## src/rtl/fwd_hazard_unit.sv

```systemverilog
// Operand-forwarding select and load-use stall controller for the 5-stage pipeline.
// Optional retired-result bypass (select 11) is enabled by defining FWD_RETIRE_BYPASS_EN.
module fwd_hazard_unit #(
  parameter int XLEN_IDX = 5,
  parameter int CNT_W    = 32
) (
  input  logic                clk,
  input  logic                rst,
  input  logic                id_valid,
  input  logic [XLEN_IDX-1:0] id_rs1,
  input  logic [XLEN_IDX-1:0] id_rs2,
  input  logic [XLEN_IDX-1:0] id_rd,
  input  logic                id_reg_write,
  input  logic                id_is_load,
  input  logic                flush,
  output logic [1:0]          fwd_a_sel,
  output logic [1:0]          fwd_b_sel,
  output logic                stall,
  output logic [CNT_W-1:0]    stall_cnt
);

  typedef struct packed {
    logic                valid;
    logic [XLEN_IDX-1:0] rd;
    logic                load;
  } entry_t;

  typedef enum logic {RUN, STALL} state_t;

  entry_t ex_q, mem_q, wb_q, ret_q;
  entry_t id_entry;
  state_t state, state_next;
  logic   hazard;
  logic   unused_bits;

  // Nearest in-flight producer wins; the current EX/MEM/WB occupants sit one
  // stage further along by the time the consumer reaches EX.
  function automatic logic [1:0] pick_sel(input logic [XLEN_IDX-1:0] rs,
                                          input entry_t ex_e,
                                          input entry_t mem_e,
                                          input entry_t wb_e);
    logic [1:0] sel;
    sel = 2'b00;
    if (rs != '0) begin
      if (ex_e.valid && ex_e.rd == rs)
        sel = 2'b01;
      else if (mem_e.valid && mem_e.rd == rs)
        sel = 2'b10;
`ifdef FWD_RETIRE_BYPASS_EN
      else if (wb_e.valid && wb_e.rd == rs)
        sel = 2'b11;
`else
      else if (wb_e.valid && wb_e.rd == rs)
        sel = 2'b00;
`endif
    end
    return sel;
  endfunction

  assign id_entry.valid = id_valid & id_reg_write & (id_rd != '0);
  assign id_entry.rd    = id_rd;
  assign id_entry.load  = id_is_load;

  assign hazard = id_valid & ex_q.valid & ex_q.load &
                  (((id_rs1 != '0) & (ex_q.rd == id_rs1)) |
                   ((id_rs2 != '0) & (ex_q.rd == id_rs2)));

  // Load flags past EX and the RET entry are tracked for visibility only.
  assign unused_bits = ^{ret_q, mem_q.load, wb_q.load};

  // Only a RUN-state hazard stalls, so a load-use costs exactly one bubble.
  always_comb begin
    state_next = state;
    stall      = 1'b0;
    case (state)
      RUN: begin
        if (hazard && !flush) begin
          stall      = 1'b1;
          state_next = STALL;
        end
      end
      STALL:   state_next = RUN;
      default: state_next = RUN;
    endcase
  end

  always_ff @(posedge clk) begin
    if (rst) begin
      state     <= RUN;
      ex_q      <= '0;
      mem_q     <= '0;
      wb_q      <= '0;
      ret_q     <= '0;
      fwd_a_sel <= 2'b00;
      fwd_b_sel <= 2'b00;
      stall_cnt <= '0;
    end else begin
      state <= state_next;
      ret_q <= wb_q;
      wb_q  <= mem_q;
      mem_q <= ex_q;
      if (stall || flush) begin
        ex_q      <= '0;
        fwd_a_sel <= 2'b00;
        fwd_b_sel <= 2'b00;
      end else begin
        ex_q      <= id_entry;
        fwd_a_sel <= pick_sel(id_rs1, ex_q, mem_q, wb_q);
        fwd_b_sel <= pick_sel(id_rs2, ex_q, mem_q, wb_q);
      end
      if (stall && stall_cnt != '1)
        stall_cnt <= stall_cnt + CNT_W'(1);
    end
  end

endmodule
```

## config.mk

```make
export PLATFORM = sky130hd
export DESIGN_NAME = fwd_hazard_unit
export DESIGN_NICKNAME = d
export VERILOG_FILES = /design/src/rtl/fwd_hazard_unit.sv
export SDC_FILE = /design/constraint.sdc
export NUM_CORES = 1
export LEC_CHECK = 0
export CAP_MARGIN = 10
export CORE_UTILIZATION = 50
export CTS_CLUSTER_SIZE = 8
export DETAILED_ROUTE_END_ITERATION = 7
export GPL_TIMING_DRIVEN = 0
export PLACE_DENSITY = 0.8
export SYNTH_ARGS = -nofsm -noshare
export SYNTH_HDL_FRONTEND = slang
export SYNTH_SLANG_ARGS = --single-unit
```

## constraint.sdc

```tcl
create_clock -name clk -period 4.74 [get_ports clk]
set_input_delay 1.185 -clock clk [delete_from_list [all_inputs] [get_ports clk]]
set_output_delay 1.185 -clock clk [all_outputs]
set_load 0.02 [all_outputs]
```

==> summary.txt, run 1 <==
Synthesis
  – Yosys warns: 0
  – Share of async-settable or async-resettable flops after synthesis: 0
  – Area contributors post-synth: dfxtp_1, or4_1, o31ai_1
  – Dominant cell type by area after synthesis: dfxtp_1
  – Post-synth EDFFs: 0
  – Mapped Cells: slightly below 300
  – Synth Area in XOR/XNOR: 0.0690
  – Ys flop type: dfxtp_1
  – Net Count, Synth: between 300 and 400
  – Post-Synth Adder-Cell Area: 0.00493
  – Synth Cell Area: around 0.0025 mm²
  – Post-synthesis mux area share: 0.0133
  – Netlist cell types: 37
  – Top cell type's share of synthesized area: 0.394
  – Largest family of logic cells by synthesized area: simple AND/OR/NAND/NOR gates
  – Post-synthesis compound-gate area fraction: 0.143
  – Most frequent cell after synthesis: dfxtp_1
  – Syn avg cell area: around 8.6 µm²
  – Sequential fraction of the synthesis area: 0.394
  – Post-synth top cells: dfxtp_1, or4_1, a21oi_1
  – Synthesis-stage register bit count: 50
  – Simple-Gate Fraction of Synth Area: 0.334

Placed design
  – Worst slack, placed: 0.268 ns
  – Gp weighted congestion: 0.853
  – # port buffers: between 50 and 60
  – Dpl hpwl: 4920 µm
  – Cells after DPL: 417

Final layout
  – Ant. Diodes: 0
  – Layout cells sized above 1: 0.0672
  – Fin cells: 424
  – Register Area: 0.00100 mm²
  – Post-Route Utilization: 0.677
  – Layout area overhead: 28.4%
  – Final-stage net count: roughly 380
  – Area of the multi-input gates: 0.00143 mm²
  – Number of fill cells in the layout: 436

CTS
  – Post-CTS setup buffer count: 0
  – CTS H-Tree Depth: 2
  – CTS resizes: 0
  – Clk buf depth: 2
  – Worst-path clk slew: 0.08 ns
  – Cts bufs inserted: 5
  – Hold_buf cts: 0
  – Total clock sinks: 50
  – Worst-Skew Late Latency: roughly 0.3 ns
  – Root buffer cell: clkbuf_8
  – CTS tree: done

Floorplan
  – Initial Utilization: 0.527
  – Die area: 0.00537 mm²
  – Core Rows: 25
  – I/O Pins: 58
  – Placeable Area: 0.00482 mm²
  – Die H: between 70 and 80 µm
  – Die Wd: 73.3 µm

Timing
  – Max Clock Freq: 222 MHz
  – Setup TNS Final: 0 ns
  – Fin worst setup slack: 0.242 ns
  – Setup-failing EPs final: 0
  – Worst-Margin Slew: slightly below 0.6 ns
  – Slew Viols, Final: 0
  – Relative slew slack: 0.612
  – Post-Route Skew: 0.00703 ns
  – Fin crit period: between 4 and 5 ns
  – Final hold vios: 0
  – Final Cycle Share: 0.949
  – RSZ-0062 raised after global routing: no

Route
  – DRC errors left: 0
  – Final wirelength: around 6800 µm
  – Detailed Routing Iterations Pass 1: 4
  – WL/cell: ~16 µm
  – Vias per cell: between 5 and 6
  – Routed Antenna Nets: 0
  – Initial drt markers: 156
  – Vias: 2538

Power
  – Total power: just over 0.7 mW
  – Peak supply drop: 0.000148 V
  – Pwr dens: between 200 and 250 mW/mm²
  – P_leak: between 1 and 1.5 nW

Critical path
  – Kind of end point of the critical path: output port
  – Crit Path Class: in2out
  – Data arrival, critical path: 3.31 ns
  – CP startpoint kind: input pin
  – WP data required: 3.56 ns
  – Crit-path max FO: 8

Flow run
  – Max-Cap Viols: 0

Global route
  – Initial antenna violation count: 0
  – Overflow left after global routing: 0
  – Vias in the first global route: approximately 2400
  – First-pass GRT wire length: 11100 µm
  – Gr usage total: 0.268
  – Largest net degree at the start of global routing: 14

Min path
  – Hold WC Path Type: reg2reg

Run status
  – Status: finished clean
==> final timing paths <==
path / cells past startpoint / from / slack, ns / end
min: 2 / mem_q[6] / 0.48 / fwd_b_sel[1]
max: 7 / id_rs2[1] / 0.24 / stall
min reg2reg: 2 / mem_q[6] / 0.48 / fwd_b_sel[1]
max reg2reg: 7 / stall_cnt[7] / 2.26 / stall_cnt[19]
==> layer usage <==
layer | track usage | up-vias | share of wire
met3 | 0.0370 | 9 | 0.042
li1 | - | 1241 | -
met2 | 0.442 | 69 | 0.48
met4 | 0.0937 | 0 | 0.015
met5 | 0 | - | 0
met1 | 0.358 | 1219 | 0.46
==> critical path: stages <==
cell	delay [ns]
clkdlybuf4s50_1	0.49
or4_1	0.54
nor2_1	0.15
nor4_1	0.07
nor2_2	0.20
inv_2	0.12
clkdlybuf4s50_1	0.55
==> per-stage QoR <==
step                hold WS, ns  area [µm²]
global placement          0.454        3180
finish                    0.476        3260
floorplan                 0.425        2540
CTS                       0.471        3260
detailed placement        0.457        3180
global route              0.485        3260
==> flip-flops by register name, summed over array words and instances, names as in the netlist <==
| signal | flops |
|---|---|
| ex_q | 7 |
| fwd_a_sel | 2 |
| fwd_b_sel | 2 |
| mem_q | 6 |
| stall_cnt | 32 |
| state | 1 |
==> cells in the final DEF (no fill, tap or decap), drive strengths merged, types with 9 or more instances in the layout <==
master,instances
clkdlybuf4s50,56
dfxtp,50
or4,30
a21oi,28
o31ai,25
nand2,17
nor2,17
nand3,16
nand4,16
clkbuf,16
xnor2,12
buf,9
==> logic make-up (layout without fill, tap and decap cells) <==
kind of cell / after synthesis / after routing
muxes: 3 / 3
DFF: 50 / 50
buffers and inverters: 23 / 86
adders and majority gates: 1 / 1
and+or+nand+nor: 139 / 139
xor gates and xnor gates: 20 / 20
AOI/OAI and AO/OA: 58 / 58
==> area by class of cell <==
| cell class | instances | area share |
|---|---|---|
| tap | 67 | 0.0257 |
| sequential | 50 | 0.307 |
| timing repair buffer | 56 | 0.172 |
| clock buffer | 7 | 0.0234 |
| buffer | 18 | 0.0261 |
| multi-input combinational | 221 | 0.440 |
| inverter | 5 | 0.00576 |
==> where the power goes <==
group          switching, mW  internal (mW)
sequential           0.00341          0.423
clock                  0.130          0.102
combinational         0.0223         0.0267
total                  0.155          0.552
Power figures use the tool's default switching activity.
==> inputs of run 2 (changes only) <==
- CORE_MARGIN: not set -> 3
- CORE_UTILIZATION: 50 -> 54
- PLACE_DENSITY: 0.8 -> 0.85
==> run 2 against run 1 <==
Critical path depth unchanged. Largest power group unchanged. Final cell count down 3.3%. Non-clock buffer count unchanged. Core utilization up 5.6 points. Sequential share of layout area about the same. Sequential power about the same. Largest cell class unchanged.
==> summary.txt, run 2 (same netlist as run 1, synthesis figures left out) <==
Placed design
  – Gp weighted congestion: a little under 0.9
  – # port buffers: 56
  – Dpl hpwl: 4900 µm

Critical path
  – Reg2reg end: stall_cnt[15]
  – Crit Path Class: in2out
  – Max stage delay on crit path: roughly 0.56 ns
  – Worst r2r src: stall_cnt[7]
  – R2R depth: 7
  – Buf/Inv on CP: 3
  – CP startpoint kind: input pin
  – Critical-path cell list: clkdlybuf4s50_1 > or4_1 > nor2_1 > nor4_1 > nor2_2 > inv_2 > clkdlybuf4s50_1
  – Setup slack, reg-to-reg: 2.18 ns
  – Crit-path max FO: 8
  – Crit path max-delay family: buffers and inverters
  – Most frequent CP cell: clkdlybuf4s50_1
  – Kind of end point of the critical path: output port
  – Cell at the slowest stage of the critical path: clkdlybuf4s50_1
  – Data arrival, critical path: ~3.3 ns
  – WP data required: 3.56 ns

Final layout
  – Leading cell type in the layout, fill and taps excluded: clkdlybuf4s50_1
  – Post-Route Utilization: 0.733
  – Regs by FF count: stall_cnt (32), ex_q (7), mem_q (6)
  – Layout cells sized above 1: 0.0726
  – Layout area overhead: 28.2%
  – Final-stage net count: 379
  – Most frequent cells in the layout: clkdlybuf4s50_1, dfxtp_1, or4_1
  – Largest Register: stall_cnt
  – Largest register FFs: 32
  – Number of fill cells in the layout: between 300 and 400
  – Ant. Diodes: 0

Timing
  – Setup-failing EPs final: 0
  – Post-Route Skew: 0.00624 ns
  – RSZ-0062 raised after global routing: no
  – Final Cycle Share: 0.951
  – Slew Viols, Final: 0
  – Setup TNS Final: 0 ns
  – Worst-Margin Slew: between 0.5 and 0.6 ns
  – Fin crit period: 4.51 ns
  – Relative slew slack: 0.631
  – Hold WS: about 0.48 ns
  – Final hold vios: 0
  – Max Clock Freq: 222 MHz

CTS
  – CTS tree: done
  – CTS resizes: 0
  – CTS H-Tree Depth: 2
  – Post-CTS setup buffer count: 0
  – Root buffer cell: clkbuf_8
  – Cts bufs inserted: 5
  – Total clock sinks: 50
  – Clk buf depth: 2
  – Hold_buf cts: 0
  – Worst-Skew Late Latency: 0.30 ns
  – Worst-path clk slew: 0.08 ns

Global route
  – First-pass GRT wire length: 10800 µm
  – Gr usage total: 0.248
  – Met3 Use GR: 0.0405
  – GRT busiest layer: met2
  – GR Util met2: 0.383
  – Initial antenna violation count: 0
  – Met1 usage: 0.351
  – Vias in the first global route: 2359
  – Largest net degree at the start of global routing: 15
  – Overflow left after global routing: 0

Route
  – Vias per cell: 6.27
  – Final wirelength: slightly below 7000 µm
  – DRC errors left: 0
  – WL/cell: around 17 µm
  – Detailed Routing Iterations Pass 1: 5
  – Routed Antenna Nets: 0
  – Vias: 2570
  – Initial drt markers: slightly below 200

Min path
  – Hold Path Sink: fwd_a_sel[1]
  – Hold Path Origin: mem_q[6]
  – Hold WC Path Type: reg2reg
  – WHS Path Cells: 2

Floorplan
  – Placeable Area: around 0.0044 mm²
  – Core Rows: 24
  – Initial Utilization: 0.571
  – Die H: ~75 µm
  – Die area: about 0.0056 mm²
  – I/O Pins: 58
  – Die Wd: 74.6 µm

Flow run
  – Max-Cap Viols: 0

Power
  – Pwr dens: 225 mW/mm²
  – P_leak: ~1.0 nW
  – Peak supply drop: approximately 0.00016 V

Run status
  – Status: finished clean
run 2: power by group:
| group | total (mW) | leakage (nW) | internal (mW) | switching [mW] |
|---|---|---|---|---|
| Clock | 0.256 | 0.0482 | 0.118 | 0.138 |
| Sequential | 0.426 | 0.404 | 0.423 | 0.00327 |
| Combinational | 0.0486 | 0.591 | 0.0267 | 0.0219 |
| Total | 0.732 | 1.04 | 0.568 | 0.164 |
run 2: how the worst max path moves through the flow:
stage          startpoint  endpoint  cells past startpoint
6_report        id_rs2[2]     stall                      7
5_1_grt         id_rs2[2]     stall                      7
4_1_cts         id_rs2[2]     stall                      7
3_5_place_dp    id_rs2[2]     stall                      7
3_3_place_gp    id_rs2[1]     stall                      7
2_1_floorplan   id_rs2[1]     stall                      5
run 2: per-stage QoR:
stage / setup slack (ns) / std cells / instance area (µm²) / power (mW)
final: 0.235 / 410 / 3260 / 0.732
after global routing: 0.143 / 410 / 3260 / 0.754
after CTS: 0.242 / 410 / 3260 / 0.736
after detailed placement: 0.274 / 402 / 3160 / 0.485
after global placement: 0.276 / 402 / 3160 / 0.484
after floorplan: 1.41 / 294 / 2540 / 0.459
run 2: cell type report:
class / count / area (µm²) / share of cell area
multi-input cells: 221 / 1430 / 0.440
clock buffers: 7 / 86.3 / 0.0265
repair buffers: 56 / 561 / 0.172
inverters: 5 / 18.8 / 0.00576
flip-flops and latches: 50 / 1000 / 0.307
plain buffers: 18 / 85.1 / 0.0261
well taps: 52 / 65.1 / 0.0200
clock inverters: 1 / 5.00 / 0.00154
run 2: layer usage:
| metal | part of all wire | wire length, µm |
|---|---|---|
| met2 | 0.47 | 3240 |
| met5 | 0 | 0 |
| met3 | 0.055 | 374 |
| met4 | 0.015 | 104 |
| met1 | 0.46 | 3110 |
run 2: worst reg2reg max path, stage by stage, from the launching register on:
cell      delay, ns
dfxtp_1        0.47
nand4_2        0.18
nor4_4         0.54
nand3_4        0.21
nor3_2         0.35
clkbuf_1       0.42
or4_1          0.20
a21oi_1        0.07
